==> src/rtl/tc_pkg.sv <==
// Shared types and constants for the multi-phase traffic controller.
package tc_pkg;

    typedef enum logic [1:0] {
        ST_GREEN  = 2'd0,
        ST_YELLOW = 2'd1,
        ST_ALLRED = 2'd2,
        ST_WALK   = 2'd3
    } tc_state_t;

    localparam logic [1:0] SEL_GREEN  = 2'd0;
    localparam logic [1:0] SEL_EXT    = 2'd1;
    localparam logic [1:0] SEL_YELLOW = 2'd2;
    localparam logic [1:0] SEL_NONE   = 2'd3;

    localparam int DEF_GREEN_S  = 6;
    localparam int DEF_EXT_S    = 3;
    localparam int DEF_YELLOW_S = 2;

endpackage

==> src/rtl/tc_interval_timer.sv <==
// Seconds prescaler plus down-counter; expired pulses in the last cycle of an interval.
module tc_interval_timer #(
    parameter int TIME_W        = 4,
    parameter int TICKS_PER_SEC = 50000000
) (
    input  logic              clk,
    input  logic              load,
    input  logic [TIME_W-1:0] value,
    output logic              expired
);

    localparam int PRE_W = (TICKS_PER_SEC > 1) ? $clog2(TICKS_PER_SEC) : 1;

    logic [PRE_W-1:0]  presc;
    logic [TIME_W-1:0] count;
    logic              tick;

    assign tick    = (presc == PRE_W'(TICKS_PER_SEC - 1));
    assign expired = tick && (count == TIME_W'(1));

    always_ff @(posedge clk) begin
        if (load) begin
            presc <= '0;
            count <= value;
        end else if (tick) begin
            presc <= '0;
            if (count != '0) begin
                count <= count - TIME_W'(1);
            end
        end else begin
            presc <= presc + PRE_W'(1);
        end
    end

endmodule

==> src/rtl/multi_phase_traffic_controller.sv <==
// N-phase intersection controller: demand skipping, one-shot green extension,
// end-of-cycle pedestrian walk and a runtime-programmable duration table.
module multi_phase_traffic_controller
    import tc_pkg::*;
#(
    parameter int NUM_PHASES    = 4,
    parameter int TIME_W        = 4,
    parameter int TICKS_PER_SEC = 50000000,
    parameter int WALK_TIME     = 3,
    parameter int ALLRED_TIME   = 1,
    localparam int PH_W         = (NUM_PHASES > 1) ? $clog2(NUM_PHASES) : 1
) (
    input  logic                  clk,
    input  logic                  reset,
    input  logic [NUM_PHASES-1:0] sensor,
    input  logic                  walk_request,
    input  logic                  reprogram,
    input  logic [PH_W-1:0]       prog_phase,
    input  logic [1:0]            prog_sel,
    input  logic [TIME_W-1:0]     prog_value,
    output logic [NUM_PHASES-1:0] red,
    output logic [NUM_PHASES-1:0] yellow,
    output logic [NUM_PHASES-1:0] green,
    output logic                  walk,
    output logic [PH_W-1:0]       cur_phase
);

    tc_state_t             state, state_n;
    logic [PH_W-1:0]       phase, phase_n, nxt_phase;
    logic                  ext_taken, ext_taken_n, nxt_found;
    logic [NUM_PHASES-1:0] demand, clr_mask;
    logic                  walk_lat, walk_done;
    logic                  ld, expired;
    logic [TIME_W-1:0]     ld_val, wr_val;
    logic [31:0]           prog_phase_ext;
    logic [NUM_PHASES-1:0] lamp_g, lamp_y;
    logic                  lamp_w;

    logic [TIME_W-1:0] green_tbl [NUM_PHASES];
    logic [TIME_W-1:0] ext_tbl   [NUM_PHASES];
    logic [TIME_W-1:0] yel_tbl   [NUM_PHASES];

    tc_interval_timer #(
        .TIME_W        (TIME_W),
        .TICKS_PER_SEC (TICKS_PER_SEC)
    ) u_timer (
        .clk     (clk),
        .load    (reset || ld),
        .value   (reset ? TIME_W'(DEF_GREEN_S) : ld_val),
        .expired (expired)
    );

    // Duration table; zero is clamped to one second except for the extension.
    assign prog_phase_ext = 32'(prog_phase);
    assign wr_val         = (prog_value == '0) ? TIME_W'(1) : prog_value;

    always_ff @(posedge clk) begin
        if (reset) begin
            for (int i = 0; i < NUM_PHASES; i++) begin
                green_tbl[i] <= TIME_W'(DEF_GREEN_S);
                ext_tbl[i]   <= TIME_W'(DEF_EXT_S);
                yel_tbl[i]   <= TIME_W'(DEF_YELLOW_S);
            end
        end else if (reprogram && prog_sel != SEL_NONE && prog_phase_ext < NUM_PHASES) begin
            case (prog_sel)
                SEL_GREEN:  green_tbl[prog_phase] <= wr_val;
                SEL_EXT:    ext_tbl[prog_phase]   <= prog_value;
                SEL_YELLOW: yel_tbl[prog_phase]   <= wr_val;
                default:    ;
            endcase
        end
    end

    always_comb begin
        state_n     = state;
        phase_n     = phase;
        ext_taken_n = ext_taken;
        ld          = 1'b0;
        ld_val      = '0;
        clr_mask    = '0;
        nxt_found   = 1'b0;
        nxt_phase   = '0;
        // Descending scan so the lowest later phase with demand wins.
        for (int i = NUM_PHASES - 1; i >= 1; i--) begin
            if (i > int'(phase) && demand[i]) begin
                nxt_found = 1'b1;
                nxt_phase = PH_W'(i);
            end
        end
        case (state)
            ST_GREEN: begin
                if (expired) begin
                    if (sensor[phase] && !ext_taken && ext_tbl[phase] != '0) begin
                        ext_taken_n = 1'b1;
                        ld          = 1'b1;
                        ld_val      = ext_tbl[phase];
                    end else begin
                        state_n = ST_YELLOW;
                        ld      = 1'b1;
                        ld_val  = yel_tbl[phase];
                    end
                end
            end
            ST_YELLOW: begin
                if (expired) begin
                    state_n = ST_ALLRED;
                    ld      = 1'b1;
                    ld_val  = TIME_W'(ALLRED_TIME);
                end
            end
            ST_ALLRED: begin
                if (expired) begin
                    if (nxt_found) begin
                        state_n = ST_GREEN;
                        phase_n = nxt_phase;
                    end else if (walk_lat) begin
                        state_n = ST_WALK;
                        ld      = 1'b1;
                        ld_val  = TIME_W'(WALK_TIME);
                    end else begin
                        state_n = ST_GREEN;
                        phase_n = '0;
                    end
                end
            end
            ST_WALK: begin
                if (expired) begin
                    state_n = ST_GREEN;
                    phase_n = '0;
                end
            end
            default: state_n = ST_GREEN;
        endcase
        if (state_n == ST_GREEN && state != ST_GREEN) begin
            ext_taken_n        = 1'b0;
            ld                 = 1'b1;
            ld_val             = green_tbl[phase_n];
            clr_mask[phase_n]  = 1'b1;
        end
    end

    assign walk_done = (state == ST_WALK) && expired;

    always_ff @(posedge clk) begin
        if (reset) begin
            state     <= ST_GREEN;
            phase     <= '0;
            ext_taken <= 1'b0;
            demand    <= '0;
            walk_lat  <= 1'b0;
        end else begin
            state     <= state_n;
            phase     <= phase_n;
            ext_taken <= ext_taken_n;
            demand    <= (demand & ~clr_mask) | sensor;
            walk_lat  <= (walk_lat & ~walk_done) | walk_request;
        end
    end

    // Lamps are registered from the next state so they move with the state register.
    always_comb begin
        lamp_g = '0;
        lamp_y = '0;
        lamp_w = 1'b0;
        case (state_n)
            ST_GREEN:  lamp_g[phase_n] = 1'b1;
            ST_YELLOW: lamp_y[phase_n] = 1'b1;
            ST_WALK:   lamp_w          = 1'b1;
            default:   ;
        endcase
    end

    always_ff @(posedge clk) begin
        if (reset) begin
            green  <= NUM_PHASES'(1);
            yellow <= '0;
            red    <= ~NUM_PHASES'(1);
            walk   <= 1'b0;
        end else begin
            green  <= lamp_g;
            yellow <= lamp_y;
            red    <= ~(lamp_g | lamp_y);
            walk   <= lamp_w;
        end
    end

    assign cur_phase = phase;

endmodule

==> config.mk <==
export PLATFORM = sky130hd
export DESIGN_NAME = multi_phase_traffic_controller
export DESIGN_NICKNAME = d
export VERILOG_FILES = /design/src/rtl/tc_pkg.sv /design/src/rtl/tc_interval_timer.sv /design/src/rtl/multi_phase_traffic_controller.sv
export SDC_FILE = /design/constraint.sdc
export NUM_CORES = 1
export LEC_CHECK = 0
export BUFFER_PORTS_ARGS = -buffer_cell sky130_fd_sc_hd__buf_2
export CAP_MARGIN = 20
export CELL_PAD_IN_SITES_DETAIL_PLACEMENT = 0
export CELL_PAD_IN_SITES_GLOBAL_PLACEMENT = 1
export CORE_MARGIN = 3
export CORE_UTILIZATION = 52
export DETAILED_ROUTE_END_ITERATION = 7
export PLACE_DENSITY_LB_ADDON = 0.1
export SYNTH_ARGS = -nofsm -noshare
export SYNTH_HDL_FRONTEND = slang
export SYNTH_HIERARCHICAL = 1
export SYNTH_SLANG_ARGS = --single-unit
==> constraint.sdc <==
create_clock -name clk -period 10.5 [get_ports clk]
set_input_delay 0.525 -clock clk [delete_from_list [all_inputs] [get_ports clk]]
set_output_delay 0.525 -clock clk [all_outputs]
set_load 0.01 [all_outputs]
==> results of run 1 <==
[how the worst min path moves through the flow]
stage                     slack (ns)  depth (start not counted)        startpoint          endpoint
final                           0.36                          3      walk_request          walk_lat
after detailed placement        0.46                          1  u_timer/presc[0]  u_timer/presc[0]
after global routing            0.36                          3         sensor[2]         demand[2]
after CTS                       0.35                          3      walk_request          walk_lat
after floorplan                 0.44                          1  u_timer/presc[0]  u_timer/presc[0]
after global placement          0.46                          1  u_timer/presc[0]  u_timer/presc[0]
[synth_stat cells, types with 7 or more instances]
cell type  instances  area [sq um]
nor2_1            58           218
edfxtp_1          52          1560
dfxtp_1           48           961
nand2_1           32           120
a21oi_1           18          90.1
or2_2             17           106
and3_1            16           100
nand2b_1          14          87.6
nand3_1           13          65.1
clkbuf_1          12          45.0
inv_1             12          45.0
o21ai_0           12          60.1
nor3_1            11          55.1
xnor2_1           11          96.3
mux4_2             9           203
o31ai_1            9          67.6
or3_1              9          56.3
or4_1              8          60.1
nor2b_1            7          43.8
[cells by family after synthesis]
kind of cell               count (synthesis)
xor gates and xnor gates                  15
DFF                                      100
AOI/OAI and AO/OA                         73
muxes                                     12
adders and majority gates                  4
and+or+nand+nor                          212
buffers and inverters                     33
[power groups by stage]
stage / Clock (mW) / Sequential [mW] / Combinational [mW]
6_report: 0.231 / 0.433 / 0.0424
5_1_grt: 0.259 / 0.434 / 0.0477
4_1_cts: 0.238 / 0.432 / 0.0429
3_5_place_dp: 0 / 0.442 / 0.0428
3_3_place_gp: 0 / 0.441 / 0.0418
2_1_floorplan: 0 / 0.438 / 0.0313
[registers in the layout, indices dropped and copies added, names as in the netlist]
signal,count
red,4
walk,1
u_timer/count,4
demand,3
u_timer/presc,26
cur_phase,2
walk_lat,1
yel_tbl,16
green,4
green_tbl,16
ext_taken,1
yellow,4
state,2
ext_tbl,16
[through the flow]
step	utilization	cells	worst slack (ns)
after floorplan	-	449	7.11
after global placement	0.563	568	6.88
after detailed placement	0.563	568	6.72
after CTS	0.584	584	6.71
after global routing	0.584	584	6.26
final	0.584	584	6.70
[worst max-delay path, cell delays in order, from the launching register on]
cell and delay, ns:
dfxtp_1 0.36, or4b_1 0.52, nor4_1 0.35, nand4_1 0.20, nor4b_1 0.28, buf_4 0.21
nand2_1 0.23, o21ai_1 0.54, nand2_1 0.27, mux2i_1 0.21, o311ai_0 0.12, mux2_2 0.30
[per-layer routing]
layer,wire length (um),vias to the layer above,track usage
met5,0,-,0
met4,117,0,0.0613
met3,350,11,0.0441
met2,4500,65,0.321
met1,4460,1557,0.275
li1,-,1682,-
[layout make-up]
class                           count  area, sq um
Fill cell                         746         3660
Inverter                           12         45.0
Clock buffer                        9          124
Tap cell                          108          135
Clock inverter                      7         56.3
Timing Repair Buffer               32          165
Sequential cell                   100         2520
Multi-Input combinational cell    316         2090
==> flow_metrics.py, run 1 <==
metrics = {
    "outcome": {
        "status": "complete, no violations",
    },
    "yosys": {
        "synth-simple-area-share": 0.237,
        "yosysWarningCount": 6,
        "syn-num-nets": 469,
        "synth.cell_area_sq_um": 4770,
        "netlist-cell-type-count": 59,
        "synth_edf_count": 52,
        "synthCells": 449,
        "synth_fa_ha_area_frac": 0.0105,
        "yosys_reg_bits": 100,
        "post_synthesis_xor_xnor_area_fraction": 0.0275,
        "mux_contribution_to_synthesized_area": 0.0491,
        "syn-mean-instance-area_sq_um": 10.6,
        "synth_top_family_by_area": "simple AND/OR/NAND/NOR gates",
        "ys.flop_type": "edfxtp_1",
        "yosysSeqAreaShare": 0.529,
        "synthArstFlopShare": 0,
        "synth_compound_area_frac": 0.115,
    },
    "floorplanning": {
        "io-pin-count": 31,
        "floorplan.die.height_um": 102,
        "die_x_um": 102,
        "core.rowCount": 34,
        "initial_core_util": 0.542,
        "die_area_sq_um": 10400,
        "core-area_sq_um": 8810,
    },
    "cts": {
        "cts-root-buf": "clkbuf_8",
        "clk-insertion-delay-late_ns": 0.37,
        "cts_htree_levels": 3,
        "postCtsHoldBufs": 0,
        "path_clk_slew_ns": 0.11,
        "numCtsBuffers": 9,
        "clock_path_buffers": 2,
        "cts_tree": "yes",
        "postCtsSetupBuffers": 0,
        "ctsResizeCount": 0,
        "clk_sink_count": 100,
    },
    "power": {
        "switching_share": 0.248,
        "design_power_total_mw": 0.706,
        "p_int_mw": 0.531,
        "power.ir.vdd_worst_uv": 65.8,
        "net-switching-power_mw": 0.175,
        "leakagePower_nw": 1.79,
        "pwr-share-clk": 0.327,
        "p_comb_frac": 0.060,
        "power_density_nw_per_um2": 137,
        "sequential_share_of_power": 0.613,
    },
    "global_route": {
        "grt_overflow_total": 0,
        "grt_pass1_vias": 3133,
        "initial_antenna_violation_count": 0,
        "grt_pass1_wl_um": 16000,
        "overall_track_demand_over_capacity_in_global_routing": 0.201,
        "grt_max_degree": 40,
    },
    "placement": {
        "hpwl_um": 6790,
        "placement.io_buffers": 30,
        "placed_area_sq_um": 4960,
        "gp_congestion": 0.849,
    },
    "min_path": {
        "holdCritPathClass": "primary input to flop",
    },
    "drt": {
        "drt_drc": 0,
        "routed_wl_um": 9420,
        "num_vias": 3315,
        "post_drt_wl_per_cell_um": 16.1,
        "detail-route-antenna-nets": 0,
        "dr.first_iter.drc_count": 155,
        "firstDrtPassIters": 4,
        "vias_per_cell": 5.68,
    },
    "setup_path": {
        "required_ns": 10.63,
        "worst_r2r_endpoint": "u_timer/count[3]",
        "timing.critical_path.to": "u_timer/count[3]",
        "critPathLaunchType": "flop",
        "timing.setup.critical_path_class": "flop to flop",
        "launch_point_of_the_worst_path": "u_timer/presc[18]",
        "worst-r2r-cell-count": 11,
        "critical_path.endpoint_type": "flop",
        "ff2ff_setup_slack_ns": 6.70,
        "cp_max_fo": 10,
        "regToRegStartpoint": "u_timer/presc[18]",
        "data_arrival_time_of_the_critical_path_ns": 3.93,
    },
    "sta": {
        "report.final.hold_viol_count": 0,
        "setup_tns_ns": 0,
        "worst_slew_pin_slew_ns": 0.891,
        "timing_max_transition_violations_final": 0,
        "maxClockFrequency_mhz": 263,
        "setup-violations-final": 0,
        "post-route-min-period_ns": 3.80,
        "finalClockSkew_ns": 0.0107,
        "slew_headroom": 0.406,
        "layout_worst_path_cycle_share": 0.362,
        "setup_repair_after_global_routing_missed_its_margin": "no",
        "fin_worst_hold_slack_ns": 0.363,
    },
    "final_layout": {
        "syn_to_final_growth_pct": 7.79,
        "layout.cells.most_common_list": "nor2_1, edfxtp_1, dfxtp_1",
        "insertedDiodeCount": 0,
        "commonest_non_fill_non_tap_cell_in_the_layout": "nor2_1",
        "final_net_count": 491,
        "ratio_of_cells_with_drive_above_1_in_the_final_layout": 0.181,
        "design_area_sq_um": 5140,
    },
    "flow_run": {
        "drv.max_cap_violation_count": 0,
    },
}
No activity file was read; power rests on OpenSTA's default activity.
==> run 2: changes to the inputs <==
- ABC_AREA: default -> 1
- CORE_UTILIZATION: 52 -> 45
- clock period: 10.5 -> 3.85 ns (I/O delays scaled with it)
==> flow_metrics.py, run 2 <==
metrics = {
    "global_route": {
        "grt_pass1_wl_um": 18400,
        "grt_pass1_vias": 3895,
        "initial_antenna_violation_count": 0,
        "overall_track_demand_over_capacity_in_global_routing": 0.183,
        "grt_max_degree": 27,
        "grt_overflow_total": 0,
    },
    "sta": {
        "post-route-min-period_ns": 3.17,
        "worst_slew_pin_slew_ns": 0.852,
        "setup_repair_after_global_routing_missed_its_margin": "no",
        "timing_max_transition_violations_final": 0,
        "finalClockSkew_ns": 0.00825,
        "setup_tns_ns": 0,
        "report.final.hold_viol_count": 0,
        "setup-violations-final": 0,
        "slew_headroom": 0.430,
        "layout_worst_path_cycle_share": 0.823,
        "maxClockFrequency_mhz": 316,
    },
    "cts": {
        "cts_htree_levels": 3,
        "postCtsSetupBuffers": 0,
        "clk_sink_count": 100,
        "clk-insertion-delay-late_ns": 0.37,
        "clock_path_buffers": 2,
        "cts_tree": "yes",
        "numCtsBuffers": 9,
        "postCtsHoldBufs": 0,
        "cts-root-buf": "clkbuf_8",
        "ctsResizeCount": 0,
        "path_clk_slew_ns": 0.09,
    },
    "setup_path": {
        "worst-r2r-cell-count": 23,
        "stage_delay_of_the_slowest_cell_on_the_critical_path_ns": 0.36,
        "ff2ff_setup_slack_ns": 0.68,
        "regToRegStartpoint": "u_timer/presc[0]",
        "timing.critical_path.mode_cell": "nand2_1",
        "timing.setup.critical_path_class": "flop to flop",
        "path_cells": "ha_1 > nand2_2 > nor2_4 > nand2_2 > nor2_2 > nand2_2 > nor3b_1 > buf_4 > nand2_1 > inv_1 > nand2_1 > a21oi_2 > nand2_2 > nand2_2 > inv_2 > nand2_1 > nand2_1 > nand2_1 > nand2_1 > nand2_1 > nand3_1 > nand2_1 > o21ai_0",
        "critical_path.endpoint_type": "flop",
        "required_ns": 3.97,
        "cp_slowest_cell": "dfxtp_1",
        "cp_max_fo": 14,
        "worst_r2r_endpoint": "u_timer/count[1]",
        "data_arrival_time_of_the_critical_path_ns": 3.29,
        "critPathLaunchType": "flop",
    },
    "floorplanning": {
        "core-area_sq_um": 10600,
        "die_area_sq_um": 12400,
        "floorplan.die.height_um": 111,
        "io-pin-count": 31,
        "die_x_um": 111,
        "initial_core_util": 0.473,
        "core.rowCount": 37,
    },
    "yosys": {
        "netlist-cell-type-count": 39,
        "synthArstFlopShare": 0,
        "yosysWarningCount": 6,
        "yosysSeqAreaShare": 0.505,
        "yosys-top-cells-count": "nand2_1, nor2_1, inv_1",
        "synth_top_cells_by_area": "edfxtp_1, dfxtp_1, nand2_1, nor2_1, inv_1",
        "library_cell_with_the_largest_summed_area_after_synthesis": "edfxtp_1",
        "netlist.area_leader.share": 0.313,
        "synth.cell_area_sq_um": 5000,
        "yosys_reg_bits": 100,
        "synth_most_common_cell": "nand2_1",
        "synthCells": 645,
        "ys.flop_type": "edfxtp_1",
        "syn-mean-instance-area_sq_um": 7.75,
        "syn-num-nets": 665,
        "synth_edf_count": 52,
    },
    "flow_run": {
        "drv.max_cap_violation_count": 0,
    },
    "final_layout": {
        "regArea_sq_um": 2520,
        "largest_register_ff_count": 26,
        "insertedDiodeCount": 0,
        "final_net_count": 694,
        "commonest_non_fill_non_tap_cell_in_the_layout": "nand2_1",
        "syn_to_final_growth_pct": 9.67,
        "design_area_sq_um": 5480,
        "ratio_of_cells_with_drive_above_1_in_the_final_layout": 0.113,
        "registers.top_by_ff_count": "u_timer/presc",
        "multi_input_gate_area_in_the_final_layout_sq_um": 2080,
        "fillCellCount": 1048,
        "layout.cells.most_common_list": "nand2_1, nor2_1, inv_1",
    },
    "placement": {
        "placement.io_buffers": 30,
        "hpwl_um": 8380,
        "placed_area_sq_um": 5250,
        "gp_congestion": 0.794,
    },
    "drt": {
        "post_drt_wl_per_cell_um": 13.6,
        "num_vias": 4070,
        "detail-route-antenna-nets": 0,
        "firstDrtPassIters": 5,
        "dr.first_iter.drc_count": 208,
        "vias_per_cell": 4.99,
        "routed_wl_um": 11100,
        "drt_drc": 0,
    },
    "min_path": {
        "min-delay-start": "walk_request",
        "worstHoldEndpoint": "walk_lat",
        "holdCritPathClass": "primary input to flop",
        "hold-path-cell-count": 3,
    },
    "outcome": {
        "status": "complete, no violations",
    },
    "power": {
        "power_density_nw_per_um2": 375,
        "leakagePower_nw": 2.19,
        "power.ir.vdd_worst_uv": 174,
    },
}
==> run 2: area by class of cell <==
class,count,share of cell area
clock buffers,10,0.0272
inverters,75,0.0514
flip-flops and latches,100,0.460
multi-input cells,453,0.380
repair buffers,35,0.0343
clock inverters,6,0.0153
well taps,136,0.0311
==> run 2: logic make-up (layout without fill, tap and decap cells) <==
kind of cell	count (synthesis)	after routing	synth area share
xor+xnor	13	13	0.0228
flops	100	100	0.505
compound gates	46	46	0.0543
fa+ha+maj	4	4	0.0100
buf+inv	92	126	0.0779
simple gates	390	390	0.330
==> run 2: worst max-delay path, delay by kind of cell (launching register included) <==
family,cells,cell delay (ns)
adder cells (fa/ha/maj),1,0.20
AND/OR/NAND/NOR,17,1.70
buffers and inverters,3,0.46
flip-flops,1,0.36
AO/OA/AOI/OAI,2,0.19
==> run 2: worst max-delay path by stage <==
stage	start	cells past startpoint	to	slack, ns
5_1_grt	u_timer/presc[0]	23	u_timer/count[1]	0.26
3_3_place_gp	u_timer/presc[0]	23	u_timer/count[1]	0.87
4_1_cts	u_timer/presc[0]	23	u_timer/count[1]	0.69
3_5_place_dp	u_timer/presc[0]	23	u_timer/count[1]	0.72
2_1_floorplan	u_timer/presc[0]	21	u_timer/count[3]	1.19
6_report	u_timer/presc[0]	23	u_timer/count[1]	0.68
==> run 2: through the flow <==
| stage | cells | hold slack [ns] | power [mW] | util | setup WS, ns |
|---|---|---|---|---|---|
| after CTS | 815 | 0.0477 | 2.08 | 0.519 | 0.691 |
| after floorplan | 645 | 0.344 | 1.28 | - | 1.19 |
| after global placement | 799 | 0.431 | 1.31 | 0.497 | 0.866 |
| after detailed placement | 799 | 0.445 | 1.32 | 0.497 | 0.715 |
| after global routing | 815 | 0.0804 | 2.14 | 0.519 | 0.259 |
| final | 815 | 0.0642 | 2.06 | 0.519 | 0.683 |
==> run 2: routing by layer <==
layer  global-route usage  vias up  part of all wire
met1                0.229     1868              0.46
met3               0.0315       18             0.034
li1                     -     2103                 -
met5                    0        -                 0
met4               0.0730        0             0.022
met2                0.316       81              0.49
==> run 2: power by group <==
group | switching (mW) | leakage, nW | internal (mW) | total [mW]
clock | 0.360 | 0.124 | 0.405 | 0.765
combinational | 0.0783 | 1.16 | 0.0354 | 0.114
sequential | 0.0181 | 0.897 | 1.16 | 1.18
